File: src/rtl/agc_sequencer.sv
// agc_sequencer: round-robin closed-loop gain control stepping three PWM gain words toward a shared histogram target
// Ports: clk50 / clk50_reset (synchronous, active-high); enable[2:0] per-channel loop enable (bit0 = ch1);
//        target shared magnitude target; manual_pwm_ch1..3 gain words used while a channel is disabled;
//        hist_ch1..3 magnitude fractions; pwm_ch1..3 gain words to the pwm blocks;
//        locked[2:0] last evaluation fell in the deadband; cur_ch engine owner (3 = idle);
//        update_count completed evaluations (wraps).
module agc_sequencer #(
    parameter logic [15:0] SETTLE   = 16'd50000,
    parameter logic [9:0]  STEP     = 10'd4,
    parameter logic [7:0]  DEADBAND = 8'd8
) (
    input  logic       clk50,
    input  logic       clk50_reset,
    input  logic [2:0] enable,
    input  logic [7:0] target,
    input  logic [9:0] manual_pwm_ch1,
    input  logic [9:0] manual_pwm_ch2,
    input  logic [9:0] manual_pwm_ch3,
    input  logic [7:0] hist_ch1,
    input  logic [7:0] hist_ch2,
    input  logic [7:0] hist_ch3,
    output logic [9:0] pwm_ch1,
    output logic [9:0] pwm_ch2,
    output logic [9:0] pwm_ch3,
    output logic [2:0] locked,
    output logic [1:0] cur_ch,
    output logic [7:0] update_count
);
    typedef enum logic [2:0] {IDLE, SELECT, SETTLING, SAMPLE, UPDATE} state_t;
    state_t state, state_nx;
    logic [2:0][9:0] pwm, manual;
    logic [2:0][7:0] hist;
    logic [15:0] cnt;
    logic [7:0] h;
    logic aborted, found, upd, lock_new;
    logic [1:0] start, c1, c2, pick;
    logic [8:0] hi, lo;
    logic [10:0] up_sum;
    logic [9:0] pwm_cur, pwm_up, pwm_dn, pwm_new;

    assign manual = {manual_pwm_ch3, manual_pwm_ch2, manual_pwm_ch1};
    assign hist = {hist_ch3, hist_ch2, hist_ch1};
    assign {pwm_ch3, pwm_ch2, pwm_ch1} = pwm;

    // Search starts just after the last owner; idle (3) and channel 2 both wrap to channel 0,
    // and the last candidate is the previous owner itself so a lone channel is reselected.
    assign start = (cur_ch >= 2'd2) ? 2'd0 : cur_ch + 2'd1;
    assign c1 = (start == 2'd2) ? 2'd0 : start + 2'd1;
    assign c2 = (c1 == 2'd2) ? 2'd0 : c1 + 2'd1;
    assign pick = enable[start] ? start : enable[c1] ? c1 : c2;
    assign found = |enable;

    // 9-bit bounds so target + DEADBAND cannot wrap; lo clamps at zero.
    assign hi = {1'b0, target} + {1'b0, DEADBAND};
    assign lo = (target >= DEADBAND) ? {1'b0, target - DEADBAND} : 9'd0;
    assign pwm_cur = pwm[cur_ch];
    assign up_sum = {1'b0, pwm_cur} + {1'b0, STEP};
    assign pwm_up = up_sum[10] ? 10'd1023 : up_sum[9:0];
    assign pwm_dn = (pwm_cur < STEP) ? 10'd0 : pwm_cur - STEP;
    assign lock_new = ({1'b0, h} <= hi) && ({1'b0, h} >= lo);
    assign pwm_new = ({1'b0, h} > hi) ? pwm_dn : ({1'b0, h} < lo) ? pwm_up : pwm_cur;
    // A channel disabled at any point from SAMPLE onward forfeits this evaluation.
    assign upd = (state == UPDATE) && !aborted && enable[cur_ch];

    always_comb begin
        state_nx = state;
        case (state)
            IDLE:     state_nx = found ? SELECT : IDLE;
            SELECT:   state_nx = found ? SETTLING : IDLE;
            SETTLING: state_nx = !enable[cur_ch] ? SELECT : (cnt == SETTLE - 16'd1) ? SAMPLE : SETTLING;
            SAMPLE:   state_nx = UPDATE;
            UPDATE:   state_nx = SELECT;
            default:  state_nx = IDLE;
        endcase
    end

    always_ff @(posedge clk50) begin
        if (clk50_reset) state <= IDLE;
        else state <= state_nx;
    end

    always_ff @(posedge clk50) begin
        if (clk50_reset) begin
            pwm <= {3{10'd512}};
            locked <= '0;
            cur_ch <= 2'd3;
            update_count <= '0;
            cnt <= '0;
            h <= '0;
            aborted <= 1'b0;
        end else begin
            for (int i = 0; i < 3; i++) begin
                if (!enable[i]) begin
                    pwm[i] <= manual[i];
                    locked[i] <= 1'b0;
                end else if (upd && cur_ch == 2'(i)) begin
                    pwm[i] <= pwm_new;
                    locked[i] <= lock_new;
                end
            end
            if (state == SELECT) begin
                cur_ch <= found ? pick : 2'd3;
                cnt <= '0;
            end
            if (state == SETTLING) cnt <= cnt + 16'd1;
            if (state == SAMPLE) begin
                h <= hist[cur_ch];
                aborted <= !enable[cur_ch];
            end
            if (upd) update_count <= update_count + 8'd1;
        end
    end
endmodule
File: config.mk
export PLATFORM = sky130hd
export DESIGN_NAME = agc_sequencer
export DESIGN_NICKNAME = d
export VERILOG_FILES = /design/src/rtl/agc_sequencer.sv
export SDC_FILE = /design/constraint.sdc
export NUM_CORES = 1
export LEC_CHECK = 0
export CORE_AREA = 5 5 131 133
export DETAILED_ROUTE_END_ITERATION = 10
export DIE_AREA = 0 0 136 138
export PLACE_DENSITY = 0.52
export SLEW_MARGIN = 20
export SYNTH_ARGS = -nofsm -noshare
export SYNTH_HDL_FRONTEND = slang
export SYNTH_SLANG_ARGS = --single-unit
export TNS_END_PERCENT = 20
File: constraint.sdc
create_clock -name clk50 -period 4.15 [get_ports clk50]
set_clock_uncertainty 0.15 [all_clocks]
set_input_delay 0.83 -clock clk50 [delete_from_list [all_inputs] [get_ports clk50]]
set_output_delay 0.83 -clock clk50 [all_outputs]
set_load 0.01 [all_outputs]
==> flow_summary.ini <==
[run_status]
result_of_the_run = complete, no violations

[sta]
achievable-frequency_mhz = 259
max_slew.worst_pin.slew_ps = 973
worst_slack_ps = 287
timing.final.max_slew_violations = 0
hold-worst-slack_ps = 333
setup-tns-final_ps = 0
worst_case_headroom_to_the_max_slew_limit_pct = 35.1
rsz0062_at_grt = no
timing.final.crit_period_ps = 3860
report.final.hold_viol_count = 0
period_share_pct = 93.1
setup_viol = 0

[layout]
regArea_um2 = 1420
multi_input_comb_area_um2 = 2980
layout_commonest_cell = sky130_fd_sc_hd__clkdlybuf4s50_1
post_layout_inst_area_um2 = 6250
antenna_cells_inserted = 0
fillers = 1600
layout.nets = 775
drive_above_1_share_pct = 8.70
layout.cells.most_common_list = sky130_fd_sc_hd__clkdlybuf4s50_1, sky130_fd_sc_hd__dfxtp_1, sky130_fd_sc_hd__nor2_1
flow.area_growth_from_synthesis_pct = 34.1

[die]
core-area_um2 = 15700
fp.dieArea_um2 = 18800
io_pins = 110
chipWidth_um = 136
floorplan.initialDensity_pct = 29.7
standard_cell_row_count = 46
die_h_um = 138

[yosys]
yosys.cell_types.count = 66
asyncSetResetFlopFracSynth_pct = 0
ys_top_cells_by_area = sky130_fd_sc_hd__dfxtp_1, sky130_fd_sc_hd__ha_1, sky130_fd_sc_hd__nor2_1
synth.avg_cell_area_um2 = 7.91
synth_seq_area_share_pct = 30.5
synthesis.area_um2 = 4660
synthFlopType = sky130_fd_sc_hd__dfxtp_1
synth_largest_type_area_fraction_pct = 30.5
synthCells = 589
synth.net_count = 678
yosysTopAreaCell = sky130_fd_sc_hd__dfxtp_1
synth_enable_flop_cells = 0
yosys_warnings = 0
synth.ff_latch_count = 71

[cts]
cts-htree-levels = 3
cts_tree = built
ctsLongestPathBuffers = 2
clk-insertion-delay-late_ps = 340
cts_sink_count = 71
post_cts.repair.setup_buffers = 0
number_of_hold_buffers_added_after_cts = 0
ctsRootBufferMaster = sky130_fd_sc_hd__clkbuf_16
cts_resized = 0
cts-buffers-inserted = 9
clkSlewWorstSetupHoldPaths_ps = 50

[worst_setup_path]
worstSetupEndpointType = flip-flop
critical_path.reg2reg.startpoint = cur_ch[0]
r2r_slack_ps = 840
timing.reg2reg.worst_path_depth = 8
arrival_ps = 3880
critical_path.slowest_cell = sky130_fd_sc_hd__o311ai_1
worstPathBufferInverterCount = 3
critPathKind = input port to flip-flop
crit_path_max_incr_delay_ps = 590
crit_family = compound AO/OA/AOI/OAI gates
critical_path_required_ps = 4170
crit_path_start_kind = input port
worst-path-max-fanout = 5
reg2reg_to = pwm_ch1[4]
critical_path.cell_chain = clkdlybuf4s50_1 > inv_1 > nand2_1 > or4_1 > buf_4 > and2_1 > ha_1 > nor2b_1 > o211ai_1 > a21o_1 > and3_1 > o311ai_1 > o22ai_1

[routing]
antenna_viol_nets_final = 0
detailedRoute.firstIterationViolations = 254
routed-via-count = 4744
total_wire_length_mm = 15.5
route.detailed.drc = 0
routedWlPerCell_um = 17.1
route.detailed.vias_per_inst = 5.24
drt_pass1_iterations = 5

[worst_hold_path]
timing.hold.worst.start = cnt[15]
hold_path_cell_cnt = 2
hold_end = cnt[15]
hp-class = flip-flop to flip-flop

[global_routing]
grt_usage_pct = 16.7
grt_start_max_net_pins = 47
globalRoute.totalOverflow = 0
antenna_found_initial = 0
wire_length_of_the_first_global_routing_pass_mm = 25.4
grt_pass1_vias = 4713

[place]
place.gp.congestion = 0.854
port_buffers = 109
detailedPlacementHpwl_mm = 11.9
placedInstanceArea_um2 = 5940
post-place-ws_ps = 69.2

[power]
power_density_nw_per_um2 = 323
power.static_leakage_nw = 2.38
max-vdd-ir-drop_uv = 184
totalPowerFinal_mw = 2.02

[job]
drv_cap = 0
[synth_stat cells, types with 3 or more instances]
| master | number |
|---|---|
| sky130_fd_sc_hd__a211o_1 | 8 |
| sky130_fd_sc_hd__a211oi_1 | 18 |
| sky130_fd_sc_hd__a211oi_2 | 3 |
| sky130_fd_sc_hd__a21oi_1 | 45 |
| sky130_fd_sc_hd__a311oi_1 | 6 |
| sky130_fd_sc_hd__a311oi_2 | 3 |
| sky130_fd_sc_hd__a31oi_1 | 11 |
| sky130_fd_sc_hd__and2_1 | 6 |
| sky130_fd_sc_hd__and3_1 | 17 |
| sky130_fd_sc_hd__buf_1 | 3 |
| sky130_fd_sc_hd__buf_2 | 8 |
| sky130_fd_sc_hd__clkbuf_1 | 22 |
| sky130_fd_sc_hd__dfxtp_1 | 71 |
| sky130_fd_sc_hd__ha_1 | 22 |
| sky130_fd_sc_hd__inv_1 | 15 |
| sky130_fd_sc_hd__mux2i_1 | 22 |
| sky130_fd_sc_hd__nand2_1 | 52 |
| sky130_fd_sc_hd__nand3_1 | 27 |
| sky130_fd_sc_hd__nand3b_1 | 7 |
| sky130_fd_sc_hd__nand4_1 | 15 |
| sky130_fd_sc_hd__nor2_1 | 68 |
| sky130_fd_sc_hd__nor2b_1 | 7 |
| sky130_fd_sc_hd__nor3_1 | 9 |
| sky130_fd_sc_hd__nor3_2 | 3 |
| sky130_fd_sc_hd__nor4_1 | 3 |
| sky130_fd_sc_hd__o211ai_1 | 4 |
| sky130_fd_sc_hd__o21a_1 | 6 |
| sky130_fd_sc_hd__o21ai_0 | 19 |
| sky130_fd_sc_hd__o22a_1 | 4 |
| sky130_fd_sc_hd__o22ai_1 | 21 |
| sky130_fd_sc_hd__o31ai_1 | 3 |
| sky130_fd_sc_hd__or2_2 | 4 |
| sky130_fd_sc_hd__or3_1 | 4 |
| sky130_fd_sc_hd__xnor2_1 | 4 |
| sky130_fd_sc_hd__xor2_1 | 8 |
[state kept, by name, indices dropped and copies added (netlist names)]
name and count:
locked 3, pwm_ch3 10, pwm_ch2 10, cnt 16, pwm_ch1 10, aborted 1, state 3, update_count 8
h 8, cur_ch 2
[layer usage]
metal | vias to the layer above | GRT usage (%) | routed length, um
met5 | - | 0 | 0
met4 | 0 | 3.40 | 156
met3 | 11 | 3.77 | 814
met2 | 109 | 27.4 | 7420
met1 | 2260 | 22.4 | 7110
li1 | 2364 | - | -
[logic make-up (layout without fill, tap and decap cells)]
group,Yosys count,after routing,synth area share (%)
flip-flops,71,71,30.5
XOR/XNOR,12,12,2.26
adder cells (fa/ha/maj),22,22,5.91
buffers and inverters,55,156,5.48
AND/OR/NAND/NOR,237,237,25.8
AO/OA/AOI/OAI,167,167,24.6
multiplexers,25,25,5.45
[per-stage QoR]
step / utilization [%] / instances
floorplan: - / 589
global placement: 37.8 / 891
detailed placement: 37.8 / 891
CTS: 39.8 / 906
global route: 39.8 / 906
finish: 39.8 / 906
[worst register-to-register path, stage by stage (launching register included)]
cell and delay (ps):
sky130_fd_sc_hd__dfxtp_2 850, sky130_fd_sc_hd__buf_4 330, sky130_fd_sc_hd__mux2i_1 270, sky130_fd_sc_hd__o22a_1 370, sky130_fd_sc_hd__nor3_2 150, sky130_fd_sc_hd__a211oi_1 460, sky130_fd_sc_hd__a31oi_1 180, sky130_fd_sc_hd__o21ai_2 270
sky130_fd_sc_hd__a211oi_2 110
[worst max-delay path by stage]
stage	slack [ps]	start	end	cells past startpoint
after floorplan	660	target[5]	pwm_ch1[9]	12
after global placement	50	target[5]	pwm_ch3[6]	11
after detailed placement	70	target[4]	pwm_ch2[6]	13
after CTS	380	target[4]	pwm_ch2[6]	13
after global routing	140	target[4]	pwm_ch2[6]	13
final	290	target[4]	pwm_ch2[6]	13
[layout make-up]
type | instances | share of cell area (%)
inverters | 17 | 1.02
repair buffers | 124 | 19.2
multi-input cells | 463 | 47.7
clock buffers | 9 | 3.60
clock inverters | 6 | 1.38
well taps | 216 | 4.32
flip-flops and latches | 71 | 22.8
[power breakdown]
part           switching (mW)  internal, mW
logic                   0.232         0.218
clock network           0.295         0.521
registers              0.0453         0.710
total                   0.572          1.45
(Power assumes the default switching activity.)
